### src/rtl/tc_io_master.sv
// CPU-side initiator of the timer/counter register bus: queues register commands, issues them
// as single-cycle strobes, buffers read responses and acknowledges interrupts under the I bit.
`timescale 1ns/1ps
module tc_io_master #(
    parameter int CMD_DEPTH = 4,
    parameter int IRQ_CNT_W = 16
) (
    input  logic                 clk,
    input  logic                 rst,
    input  logic                 cmd_valid,
    output logic                 cmd_ready,
    input  logic [1:0]           cmd_op,
    input  logic [7:0]           cmd_addr,
    input  logic [7:0]           cmd_wdata,
    output logic                 rsp_valid,
    input  logic                 rsp_ready,
    output logic [7:0]           rsp_addr,
    output logic [7:0]           rsp_data,
    output logic [7:0]           addr,
    output logic                 read,
    output logic                 write,
    output logic [7:0]           wdata,
    input  logic [7:0]           rdata,
    input  logic                 interrupt_request,
    output logic                 interrupt_executed,
    output logic                 status_reg_interrupt_enable,
    output logic [IRQ_CNT_W-1:0] irq_count,
    output logic                 busy
);

    typedef enum logic [1:0] {
        OP_WRITE = 2'd0,
        OP_READ  = 2'd1,
        OP_SEI   = 2'd2,
        OP_CLI   = 2'd3
    } op_e;

    typedef enum logic [1:0] {
        S_IDLE,
        S_ISSUE,
        S_ACK
    } state_e;

    typedef struct packed {
        op_e        op;
        logic [7:0] addr;
        logic [7:0] wdata;
    } cmd_t;

    localparam int AW = $clog2(CMD_DEPTH);
    localparam logic [AW-1:0]        PTR_ONE  = AW'(1);
    localparam logic [AW:0]          CNT_ONE  = (AW + 1)'(1);
    localparam logic [AW:0]          CNT_FULL = (AW + 1)'(CMD_DEPTH);
    localparam logic [IRQ_CNT_W-1:0] IRQ_ONE  = IRQ_CNT_W'(1);

    cmd_t          fifo_mem [CMD_DEPTH];
    logic [AW-1:0] wr_ptr;
    logic [AW-1:0] rd_ptr;
    logic [AW:0]   fifo_cnt;
    logic          fifo_full;
    logic          fifo_empty;
    logic          push;
    logic          pop;
    cmd_t          head;

    state_e        state;
    state_e        state_next;
    op_e           cur_op;
    logic          irq_take;
    logic          head_issuable;

    logic          read_next;
    logic          write_next;
    logic          irq_exec_next;
    logic [7:0]    addr_next;
    logic [7:0]    wdata_next;
    logic          ie_next;

    // ---------------- command FIFO ----------------
    assign fifo_full  = (fifo_cnt == CNT_FULL);
    assign fifo_empty = (fifo_cnt == '0);
    assign cmd_ready  = !rst && !fifo_full;
    assign push       = cmd_valid && cmd_ready;
    assign head       = fifo_mem[rd_ptr];

    // NOTE: the storage array has no reset; fifo_cnt alone decides which entries are live.
    always_ff @(posedge clk) begin
        if (push) begin
            fifo_mem[wr_ptr] <= '{op: op_e'(cmd_op), addr: cmd_addr, wdata: cmd_wdata};
        end
    end

    // NOTE: sequential state uses non-blocking assignments so every flop samples pre-edge values.
    always_ff @(posedge clk) begin
        if (rst) begin
            wr_ptr   <= '0;
            rd_ptr   <= '0;
            fifo_cnt <= '0;
        end else begin
            if (push) wr_ptr <= wr_ptr + PTR_ONE;
            if (pop)  rd_ptr <= rd_ptr + PTR_ONE;
            case ({push, pop})
                2'b10:   fifo_cnt <= fifo_cnt + CNT_ONE;
                2'b01:   fifo_cnt <= fifo_cnt - CNT_ONE;
                default: ;
            endcase
        end
    end

    // ---------------- FSM ----------------
    // A READ may only leave the queue if the response buffer is free by the time it returns.
    assign head_issuable = (head.op != OP_READ) || !rsp_valid || rsp_ready;
    assign irq_take      = (state == S_IDLE) && interrupt_request && status_reg_interrupt_enable;
    assign pop           = (state == S_IDLE) && !irq_take && !fifo_empty && head_issuable;

    always_ff @(posedge clk) begin
        if (rst) begin
            state  <= S_IDLE;
            cur_op <= OP_WRITE;
        end else begin
            state <= state_next;
            if (pop) cur_op <= head.op;
        end
    end

    always_comb begin
        state_next = state;
        unique case (state)
            S_IDLE: begin
                if (irq_take)  state_next = S_ACK;
                else if (pop)  state_next = S_ISSUE;
            end
            S_ISSUE: state_next = S_IDLE;
            S_ACK:   state_next = S_IDLE;
            default: state_next = S_IDLE;
        endcase
    end

    // Next values of the registered bus outputs, decided while leaving IDLE.
    always_comb begin
        // NOTE: every output gets a default up front, so no path can infer a latch.
        read_next     = pop && (head.op == OP_READ);
        write_next    = pop && (head.op == OP_WRITE);
        irq_exec_next = irq_take;
        addr_next     = addr;
        wdata_next    = wdata;
        ie_next       = status_reg_interrupt_enable;
        if (read_next || write_next) addr_next = head.addr;
        if (write_next)              wdata_next = head.wdata;
        if (state == S_ACK) begin
            ie_next = 1'b0;
        end else if (state == S_ISSUE) begin
            if (cur_op == OP_SEI)      ie_next = 1'b1;
            else if (cur_op == OP_CLI) ie_next = 1'b0;
        end
    end

    always_ff @(posedge clk) begin
        if (rst) begin
            read                        <= 1'b0;
            write                       <= 1'b0;
            interrupt_executed          <= 1'b0;
            addr                        <= '0;
            wdata                       <= '0;
            status_reg_interrupt_enable <= 1'b0;
        end else begin
            read                        <= read_next;
            write                       <= write_next;
            interrupt_executed          <= irq_exec_next;
            addr                        <= addr_next;
            wdata                       <= wdata_next;
            status_reg_interrupt_enable <= ie_next;
        end
    end

    // ---------------- response buffer and interrupt counter ----------------
    always_ff @(posedge clk) begin
        if (rst) begin
            rsp_valid <= 1'b0;
            rsp_addr  <= '0;
            rsp_data  <= '0;
            irq_count <= '0;
        end else begin
            if (state == S_ISSUE && cur_op == OP_READ) begin
                rsp_valid <= 1'b1;
                rsp_addr  <= addr;
                rsp_data  <= rdata;
            end else if (rsp_ready) begin
                rsp_valid <= 1'b0;
            end
            if (state == S_ACK && irq_count != '1) begin
                irq_count <= irq_count + IRQ_ONE;
            end
        end
    end

    assign busy = (state != S_IDLE) || !fifo_empty;

endmodule

### config.mk
export PLATFORM = sky130hd
export DESIGN_NAME = tc_io_master
export DESIGN_NICKNAME = d
export VERILOG_FILES = /design/src/rtl/tc_io_master.sv
export SDC_FILE = /design/constraint.sdc
export NUM_CORES = 1
export LEC_CHECK = 0
export ABC_AREA = 1
export BUFFER_PORTS_ARGS = -buffer_cell sky130_fd_sc_hd__buf_4
export CORE_MARGIN = 10
export CORE_UTILIZATION = 56
export DETAILED_ROUTE_END_ITERATION = 8
export HOLD_SLACK_MARGIN = 0.06
export PLACE_DENSITY = 0.79
export SLEW_MARGIN = 20
export SYNTH_ARGS = -nofsm -noshare
export SYNTH_HDL_FRONTEND = slang
export SYNTH_SLANG_ARGS = --single-unit
### constraint.sdc
create_clock -name clk -period 2.2 [get_ports clk]
set_input_delay 0.44 -clock clk [delete_from_list [all_inputs] [get_ports clk]]
set_output_delay 0.44 -clock clk [all_outputs]
set_load 0.01 [all_outputs]
* Yosys cells after proc, flatten, opt, wreduce, memory -nomap -nowiden
Memory sizes are Yosys's and may differ from the RTL's. A register that Yosys moved wholly into a read port is not among the register bits.
Index checks and enable logic that the tools add are counted.
** Operators by class
- Shifts and indexed selects :: 0
- $add $sub $neg :: 5
- Equality and inequality tests :: 11
- Multipliers :: 0
- Order comparisons :: 0
- Div/mod/pow operators :: 0
- Bitwise operators :: 1
- Multiplexer cells :: 11
- Reductions and logical operators :: 32
** Operators with widths (count)
- adder 16 x 1 -> 16 bit, second input constant :: 1
- != test 16 bit, second input constant :: 1
- logical AND 1 bit :: 11
- nonzero test 2 bit :: 5
- equality test 2 x 1 -> 1 bit, second input constant :: 4
- equality test 2 bit, second input constant :: 4
- 2-to-1 mux 2 bit :: 4
- 2-to-1 mux 1 bit :: 6
- one-hot mux 3 bit (2 select lines) :: 1
- logical NOT 1 bit :: 5
- adder 2 x 1 -> 2 bit, second input constant :: 2
- logical NOT 2 bit :: 2
- logical OR 1 bit :: 4
- OR reduction 2 bit :: 2
- adder 3 x 1 -> 3 bit, second input constant :: 1
- equality test 3 bit, second input constant :: 1
- logical NOT 3 bit :: 1
- OR reduction 3 bit :: 1
- subtractor 3 x 1 -> 3 bit, second input constant :: 1
- != test 2 x 1 -> 1 bit, second input constant :: 1
- AND reduction 2 bit :: 1
- NOT 1 bit :: 1
** Word-level totals
- ROM bits :: 0
- Memory bits (writable) :: 72
- Bits of input ports :: 31
- Flip-flop bits (word level) :: 64
- Latch bits :: 0
- Word-level logic and storage cells :: 77
- Memories :: 1
** Memory list
- fifo_mem :: words 4, width 18, read ports 1, clocked after memory_dff 1, wr ports 1, line 56 : cmd_t fifo_mem [CMD_DEPTH];

* Depth between registers and ports, before layout
Gate-level depths: netlist of the first run.
- Word-level depth :: 9
- Gate-level depth with buffers :: 16
- Mapped depth without buffers :: 15

* Worst setup path after synthesis of the first run
No wires, ideal clock.
- Path kind :: input port to flip-flop
- Start :: in rst
- End :: mem fifo_mem[0][0] in the netlist's numbering (enable)
- Data arrival time :: 1.766 ns
- Required time :: 1.807 ns
- Setup time :: 0.393 ns
- Buffers on the path :: 0
- Cell stages on the path :: 3
- Setup slack :: 0.041 ns
- Path through :: a31oi_1 > nand2_1 > nor2_1
** On the way
- Word-level cells in the longest chain between the ends :: 5
** Ends and longest elaborated chain
- start: declaration :: line 9 : input logic rst,
- logical NOT 1 bit :: line 82 : assign cmd_ready = !rst && !fifo_full;
- logical AND 1 bit :: line 82
- logical AND 1 bit :: line 83 : assign push = cmd_valid && cmd_ready;
- 2-to-1 mux 1 bit :: line 88 : if (push) begin
- 2-to-1 mux 1 bit (implied by the code) :: line 89 : fifo_mem[wr_ptr] <= '{op: op_e'(cmd_op), addr: cmd_addr, wdata: cmd_wdata};
- end: declaration :: line 56
Every way passes these cells.

==> results.tsv, run 1 <==
metric	value	unit
synth-main-ff-cell	edfxtp_1	
pre_cts_slack	-0.08221	ns
wl_met2	6533	µm
final_antenna_net_count	0	
pin_count	86	
fin_ws	0.1651	ns
yosysSeqAreaShare	0.6239	
final_area	6993	µm²
area_growth	25.26	%
m1WireLength	5580	µm
critPathMaxStageDelay	0.39	ns
routed-via-count	4434	
drtPass1Iterations	5	
row_count	36	
diodes	0	
synth_area	5583	µm²
clk_pin_slew	0.07	ns
power.share.clock	0.346	
syn_nets	613	
reg2reg_depth	15	
cts_hold_buf	0	
root_buffer	clkbuf_8	
pwr-share-comb	0.260	
cap_violations	0	
fp.dieW	119.8	µm
maxSlewHeadroom	0.7324	
antenna_found_initial	0	
multiInputGateArea	1794	µm²
skew	0.01564	ns
drc	0	
critPathBufInv	3	
dieHeight	119.8	µm
path_delay_family	adder cells	
min_path_type	in -> reg	
power_frac_seq	0.395	
h-tree-depth	4	
yosysMostFrequentCell	nor2_1	
synthDistinctLibCells	33	
critPathLaunchType	register	
cp_common_cell	nand2_1	
path_class	reg -> reg	
finalHoldViolCount	0	
grt_usage	0.1833	
nNetsFinal	712	
viasPerCell	5.407	
min_period	2.035	ns
cp.arrival	2.44	ns
fin_util	0.7188	
synthTopCellsByArea	edfxtp_1 39%, dfxtp_1 24%, nor2_1 6.7%	
drive_above_1_share	0.2285	
crit_required	2.61	ns
synth-seq-cells	138	
timing.rr.end	fifo_cnt[2]$_SDFFE_PP0P_	
nFillCells	678	
routed_wl	13220	µm
synth_area_leader_cell	edfxtp_1	
grt_pass1_vias	4438	
postPlaceCellArea	6387	µm²
cts_buffers	17	
grt_setup_unrepaired	false	
path_cells	inv_4 > nand2_1 > nand2_1 > nand2_1 > nand2_2 > nand3_2 > nand2_2 > inv_2 > ha_1 > inv_1 > fa_2 > a21oi_1 > o21ai_1 > o21ai_1 > a21oi_1	
syn_inst	575	
gp_congestion	0.8885	
synth-edff-count	72	
grt_max_degree	33	
fin_total_pwr	8.071	mW
cts_tree	done	
grt_overflow	0	
area.sequential	3487	µm²
top_layer_used	met4	
tns	0	ns
start_util	0.5738	
cts.sinks	138	
die_area	14360	µm²
powerDensity	1154	nW/µm²
slowest_stage	dfxtp_4	
reg2reg_slack	0.17	ns
wl_met3	907	µm
yosysWarnings	0	
drv_slew	0	
drt_iter0_drc	382	
path_depth	15	
ir_worst_vdd	0.0007298	V
crit_end	fifo_cnt[2]$_SDFFE_PP0P_	
p_int	5.393	mW
cp-end-kind	register	
io_buffers	85	
worstMarginPinSlew	0.4000	ns
synth_top_cell_area_share	0.3873	
insertion_delay	0.52	ns
switching_share	0.3318	
cp_max_fo	7	
power.switching	2.678	mW
ctsLongestPathBuffers	2	
status	finished, final reports clean	
synth_top_cells_by_count	99 x nor2_1, 83 x nand2_1, 72 x edfxtp_1	
setup_viol	0	
avgSynthCellArea	9.709	µm²
async_flop_share	0	
p_leak	2.766	nW
fmax	491.4	MHz
wire_per_inst	16.12	µm
hpwlAfterDp	8846	µm
grt_first_pass_wirelength	21520	µm
core	9729	µm²
fin_crit_sh	0.9249	
[power groups by stage]
stage	combinational, mW	clock (mW)	sequential, mW
after global routing	2.33	2.95	3.21
after CTS	2.09	2.82	3.18
after floorplan	1.26	0	3.25
final	2.10	2.79	3.18
after global placement	1.97	0	3.21
after detailed placement	2.06	0	3.23
[cells by family after synthesis]
group                      count (synthesis)  share of synthesized area
adders and majority gates                  7                    0.01703
and+or+nand+nor                          227                     0.1739
xor gates and xnor gates                   7                    0.01098
AOI/OAI and AO/OA                        126                     0.1186
DFF                                      138                     0.6239
buffers and inverters                     70                    0.05558
[per-stage QoR]
stage,instances,hold WS [ns]
after floorplan,575,0.4515
after global placement,787,0.4365
after detailed placement,787,0.4413
after CTS,819,0.09994
after global routing,820,0.09421
final,820,0.1137
[worst min-delay path by stage]
stage,cells past startpoint,to,slack (ns),startpoint
final,1,fifo_mem[1][11]$_DFFE_PP_,0.11,cmd_addr[3]
after global routing,1,fifo_mem[3][11]$_DFFE_PP_,0.09,cmd_addr[3]
after CTS,1,fifo_mem[1][11]$_DFFE_PP_,0.1,cmd_addr[3]
after detailed placement,2,wdata[7]$_SDFFE_PP0P_,0.44,wdata[7]$_SDFFE_PP0P_
after global placement,2,wdata[0]$_SDFFE_PP0P_,0.44,wdata[0]$_SDFFE_PP0P_
after floorplan,2,cur_op[0]$_SDFFE_PP0P_,0.45,cur_op[0]$_SDFFE_PP0P_
[per-layer routing]
metal / vias up / track usage
li1: 2151 / -
met3: 25 / 0.05438
met5: - / 0
met4: 0 / 0.07164
met2: 177 / 0.3050
met1: 2081 / 0.2191
[registers in the layout, indices dropped and copies added (netlist names), 2 cells and up, named ones only]
signal     cells
wr_ptr         2
wdata          8
fifo_mem      72
state          2
rd_ptr         2
rsp_data       8
rsp_addr       8
addr           8
irq_count     16
fifo_cnt       3
cur_op         2
[cell usage in the layout (no fill, tap or decap), types with 6 or more instances in the layout]
master	netlist	routed
inv_1	41	41
a21oi_1	39	39
dfxtp_1	66	65
nand3_1	23	23
nor2_1	99	99
ha_1	6	6
o21ai_0	65	63
inv_8	0	7
nand2_1	83	82
buf_4	0	104
edfxtp_1	72	72
clkbuf_16	0	16
o22ai_1	16	16
[layout make-up]
type	count	share of cell area
flip-flops and latches	138	0.4987
repair buffers	104	0.1116
clock buffers	17	0.05922
well taps	133	0.02380
inverters	46	0.02505
clock inverters	15	0.02505
multi-input cells	367	0.2566
[what timing repair did]
item / 4_1_cts / 5_1_grt
setup buffers: 0 / 1
gates resized for setup: 2 / 4
endpoints found under the setup margin: 1 / 1
pin swaps: 0 / 1
Note: power is estimated with default switching activity, not from simulation.
==> run 2, diff against run 1 <==
--- a/config.mk
+++ b/config.mk
@@ -12,6 +12,7 @@
 export DETAILED_ROUTE_END_ITERATION = 8
 export HOLD_SLACK_MARGIN = 0.06
 export PLACE_DENSITY = 0.79
+export SETUP_SLACK_MARGIN = 0.5
 export SLEW_MARGIN = 20
 export SYNTH_ARGS = -nofsm -noshare
 export SYNTH_HDL_FRONTEND = slang
==> results.tsv, run 2 (synthesized netlist as in run 1, its figures left out) <==
metric	value	unit	change
grt_usage	0.1954		was 0.1833
routed_wl	14600	µm	was 13220 µm
maxSlewHeadroom	0.6501		was 0.7324
wire_per_inst	17.65	µm	was 16.12 µm
h-tree-depth	4		unchanged
crit_required	2.61	ns	about the same
min_period	1.909	ns	was 2.035 ns
core	9729	µm²	unchanged
cp-end-kind	register		unchanged
fin_total_pwr	8.335	mW	was 8.071 mW
gp_congestion	0.8730		was 0.8885
clk_pin_slew	0.07	ns	about the same
area.sequential	3493	µm²	was 3487 µm²
cts.sinks	138		unchanged
cap_violations	0		unchanged
path_delay_family	adder cells		unchanged
tns	0	ns	unchanged
row_count	36		unchanged
critPathBufInv	3		unchanged
ir_worst_vdd	0.0005856	V	was 0.0007298 V
skew	0.01107	ns	was 0.01564 ns
die_area	14360	µm²	unchanged
routed-via-count	4621		was 4434
diodes	0		unchanged
p_leak	2.820	nW	was 2.766 nW
io_buffers	85		unchanged
cts_buffers	17		unchanged
area_growth	28.93	%	was 25.26%
ctsLongestPathBuffers	2		unchanged
setup_viol	0		unchanged
final_cell_mix	110 x buf_4, 92 x nor2_1, 72 x edfxtp_1		was 104 x buf_4, 99 x nor2_1, 82 x nand2_1
critPathLaunchType	register		unchanged
regMostFlops	fifo_mem		unchanged
slowest_stage	fa_2		was dfxtp_4
insertion_delay	0.53	ns	was 0.52 ns
final_antenna_net_count	0		unchanged
worstMarginPinSlew	0.5234	ns	was 0.4000 ns
largest_register_ffs	72		unchanged
grt_pass1_vias	4528		was 4438
path_class	reg -> reg		unchanged
fmax	523.8	MHz	was 491.4 MHz
cp_max_fo	8		was 7
min_path_type	in -> reg		unchanged
viasPerCell	5.588		was 5.407
root_buffer	clkbuf_8		unchanged
drt_iter0_drc	471		was 382
layout_commonest_cell	buf_4		unchanged
powerDensity	1158	nW/µm²	was 1154 nW/µm²
cp.arrival	2.32	ns	was 2.44 ns
antenna_found_initial	0		unchanged
cp_common_cell	nand2_4		was nand2_1
grt_max_degree	31		was 33
drv_slew	0		unchanged
drive_above_1_share	0.2853		was 0.2285
finalHoldViolCount	0		unchanged
fp.dieW	119.8	µm	unchanged
grt_overflow	0		unchanged
hpwlAfterDp	8692	µm	was 8846 µm
status	finished, final reports clean		unchanged
multiInputGateArea	1976	µm²	was 1794 µm²
drtPass1Iterations	5		unchanged
cts_tree	done		unchanged
reg_top3	fifo_mem: 72 flops, irq_count: 16 flops		unchanged
critPathMaxStageDelay	0.53	ns	was 0.39 ns
start_util	0.5738		unchanged
pin_count	86		unchanged
nFillCells	670		was 678
grt_first_pass_wirelength	22670	µm	was 21520 µm
dieHeight	119.8	µm	unchanged
nNetsFinal	719		was 712
fin_crit_sh	0.8678		was 0.9249
drc	0		unchanged
grt_setup_unrepaired	true		was false
path_cells	inv_8 > nand2_4 > nand2_2 > nand2_2 > nand2_4 > nand3_4 > nand2_4 > inv_4 > ha_4 > inv_4 > fa_2 > nor2_2 > a21oi_2 > nor2_1		was inv_4 > nand2_1 > nand2_1 > nand2_1 > nand2_2 > nand3_2 > nand2_2 > inv_2 > ha_1 > inv_1 > fa_2 > a21oi_1 > o21ai_1 > o21ai_1 > a21oi_1
run 2: power by group:
part,leakage [nW],internal [mW],switching [mW]
Clock,0.265,1.52,1.14
Combinational,1.36,0.969,1.49
Sequential,1.19,3.01,0.198
Total,2.82,5.50,2.83
run 2: path summary, 6_finish.rpt:
kind,from,end,slack (ns),cells after the start
worst max-delay path,register,fifo_cnt[1]$_SDFFE_PP0P_,0.29,14
worst min register to register,wdata[7]$_SDFFE_PP0P_,wdata[7]$_SDFFE_PP0P_,0.45,2
worst min-delay path,cmd_wdata[0],fifo_mem[0][0]$_DFFE_PP_,0.10,1
worst max register to register,register,fifo_cnt[1]$_SDFFE_PP0P_,0.29,14
run 2: cell type report:
| class | count | share of cell area |
|---|---|---|
| clock buffers | 18 | 0.05806 |
| clock inverters | 14 | 0.01860 |
| inverters | 46 | 0.02573 |
| multi-input cells | 368 | 0.2745 |
| flip-flops and latches | 138 | 0.4853 |
| well taps | 133 | 0.02312 |
| repair buffers | 110 | 0.1147 |
run 2: what timing repair did:
| action | CTS | global route |
|---|---|---|
| setup endpoints to repair | 22 | 37 |
| gates resized for setup | 18 | 18 |
| setup buffers | 13 | 0 |
| hold buffers | 0 | 0 |
| pin swaps | 10 | 5 |
| endpoints found under the hold margin | 0 | 0 |
| cloned | 0 | 1 |
run 2: metal layers:
metal	GRT usage	wire [µm]
met4	0.09201	476
met5	0	0
met2	0.3257	7302
met1	0.2278	5633
met3	0.05673	1183
run 2: through the flow:
stage,util,area (µm²),cells,hold WS (ns),worst slack (ns)
after floorplan,-,5660,575,0.4515,0.3054
after global placement,0.6599,6420,781,0.4352,0.1738
after detailed placement,0.6599,6420,781,0.4392,0.06482
after CTS,0.7323,7124,826,0.08759,0.2872
after global routing,0.7398,7198,827,0.08796,0.1724
final,0.7398,7198,827,0.1011,0.2908
==> run 3, diff against run 2 <==
--- a/config.mk
+++ b/config.mk
@@ -7,6 +7,7 @@
 export LEC_CHECK = 0
 export ABC_AREA = 1
 export BUFFER_PORTS_ARGS = -buffer_cell sky130_fd_sc_hd__buf_4
+export CORE_ASPECT_RATIO = 0.7
 export CORE_MARGIN = 10
 export CORE_UTILIZATION = 56
 export DETAILED_ROUTE_END_ITERATION = 8
==> results.tsv, run 3 (synthesized netlist as in run 1, its figures left out) <==
metric	value	unit	change
switching_share	0.3275		was 0.3398
fmax	503.7	MHz	was 523.8 MHz
pin_count	86		unchanged
h-tree-depth	4		unchanged
finalHoldViolCount	0		unchanged
pwr-share-comb	0.296		was 0.295
powerDensity	1186	nW/µm²	was 1158 nW/µm²
start_util	0.5743		was 0.5738
setup_viol	0		unchanged
drive_above_1_share	0.2929		was 0.2853
maxSlewHeadroom	0.7325		was 0.6501
dieHeight	103.5	µm	was 119.8 µm
path_class	reg -> reg		unchanged
grt_max_degree	30		was 31
grt_setup_unrepaired	true		unchanged
cts_buffers	17		unchanged
routed_wl	14580	µm	was 14600 µm
fin_util	0.7556		was 0.7398
viasPerCell	5.499		was 5.588
clk_pin_slew	0.06	ns	was 0.07 ns
cts.sinks	138		unchanged
ir_worst_vdd	0.0006998	V	was 0.0005856 V
status	finished, final reports clean		unchanged
cp.arrival	2.28	ns	was 2.32 ns
cap_violations	0		unchanged
ctsLongestPathBuffers	2		unchanged
grt_pass1_vias	4512		was 4528
largest_register_ffs	72		unchanged
cts_tree	done		unchanged
gp_congestion	0.8910		was 0.8730
p_leak	2.898	nW	was 2.820 nW
root_buffer	clkbuf_16		was clkbuf_8
hold_start	cmd_wdata[5]		was cmd_wdata[0]
tns	0	ns	unchanged
wire_per_inst	17.60	µm	was 17.65 µm
drt_iter0_drc	471		unchanged
core	9722	µm²	was 9729 µm²
critPathLaunchType	register		unchanged
fin_crit_sh	0.9025		was 0.8678
crit_required	2.49	ns	was 2.61 ns
power.switching	2.854	mW	was 2.832 mW
io_buffers	85		unchanged
grt_util_met1	0.2374		was 0.2278
drv_slew	0		unchanged
antenna_found_initial	0		unchanged
skew	0.01156	ns	was 0.01107 ns
die_area	14430	µm²	was 14360 µm²
insertion_delay	0.42	ns	was 0.53 ns
grt-busiest-layer	met2		unchanged
nFillCells	613		was 670
grt_usage	0.1919		was 0.1954
drc	0		unchanged
grt_first_pass_wirelength	22560	µm	was 22670 µm
drtPass1Iterations	5		unchanged
use_met2	0.3096		was 0.3257
worstMarginPinSlew	0.3998	ns	was 0.5234 ns
cts_hold_buf	0		unchanged
layout_commonest_cell	buf_4		unchanged
cp-end-kind	register		unchanged
reg_top3	fifo_mem: 72 flops, irq_count: 16 flops		unchanged
power.share.clock	0.336		was 0.320
area_growth	31.58	%	was 28.93%
power_frac_seq	0.368		was 0.385
p_int	5.861	mW	was 5.503 mW
fp.dieW	139.3	µm	was 119.8 µm
routed-via-count	4553		was 4621
row_count	30		was 36
grt_overflow	0		unchanged
regMostFlops	fifo_mem		unchanged
min_path_type	in -> reg		unchanged
cp_max_fo	7		was 8
diodes	0		unchanged
min_period	1.985	ns	was 1.909 ns
nNetsFinal	725		was 719
final_cell_mix	114 x buf_4, 95 x nor2_1, 72 x edfxtp_1		was 110 x buf_4, 92 x nor2_1, 72 x edfxtp_1
met3_usage	0.05885		was 0.05673
final_antenna_net_count	0		unchanged
hpwlAfterDp	8857	µm	was 8692 µm
## run 3: worst paths after layout
kind                         endpoint  slack [ns]  cells past startpoint
max reg2reg  fifo_cnt[2]$_SDFFE_PP0P_        0.21                     15
min reg2reg     wdata[4]$_SDFFE_PP0P_        0.45                      2
min          fifo_mem[2][5]$_DFFE_PP_        0.23                      1
max          fifo_cnt[2]$_SDFFE_PP0P_        0.21                     15
## run 3: layout make-up
class                   instances  area (µm²)  share of cell area
clock buffers                  22       530.5             0.07222
clock inverters                10       96.34             0.01312
inverters                      46       188.9             0.02572
multi-input cells             369        2004              0.2729
flip-flops and latches        138        3498              0.4762
well taps                     128       160.2             0.02180
repair buffers                115       867.1              0.1180
## run 3: routing by layer
metal / up-vias / routed length [µm]
met5: - / 0
met4: 0 / 201
met3: 20 / 939
met2: 177 / 7094
met1: 2172 / 6339
li1: 2184 / -
## run 3: critical path: stages, from the launching register on
cell and delay (ns):
dfxtp_4 0.43, inv_8 0.06, nand2_4 0.06, nand2_2 0.05, nand2_2 0.06, nand2_2 0.07
nand3_4 0.08, nand2_4 0.07, inv_4 0.07, ha_4 0.13, inv_4 0.03, fa_2 0.36
a21oi_2 0.16, o21ai_2 0.07, o21ai_1 0.11, a21oi_1 0.05
## run 3: power by group through the flow
stage                     combinational (mW)  clock, mW  sequential [mW]
after global routing                    2.83       3.06             3.24
after global placement                  2.01          0             3.22
after detailed placement                2.09          0             3.23
after CTS                               2.36       2.95             3.20
after floorplan                         1.34          0             3.26
final                                   2.58       2.92             3.21
## run 3: what timing repair did
item	in CTS	in global routing
gates resized for setup	19	24
pin swaps	11	11
gates cloned	1	1
setup buffers	10	7
endpoints found under the setup margin	24	100
## run 3: stage by stage
step                instance area, µm²  setup slack (ns)  hold slack, ns  power [mW]  instances
finish                            7346            0.2146          0.2292       8.715        828
floorplan                         5660            0.3054          0.4515       4.601        575
global route                      7346           0.08972          0.2150       9.121        828
global placement                  6421            0.2192          0.4350       5.233        777
CTS                               7193            0.1825          0.2155       8.508        820
detailed placement                6421            0.1547          0.4406       5.323        777
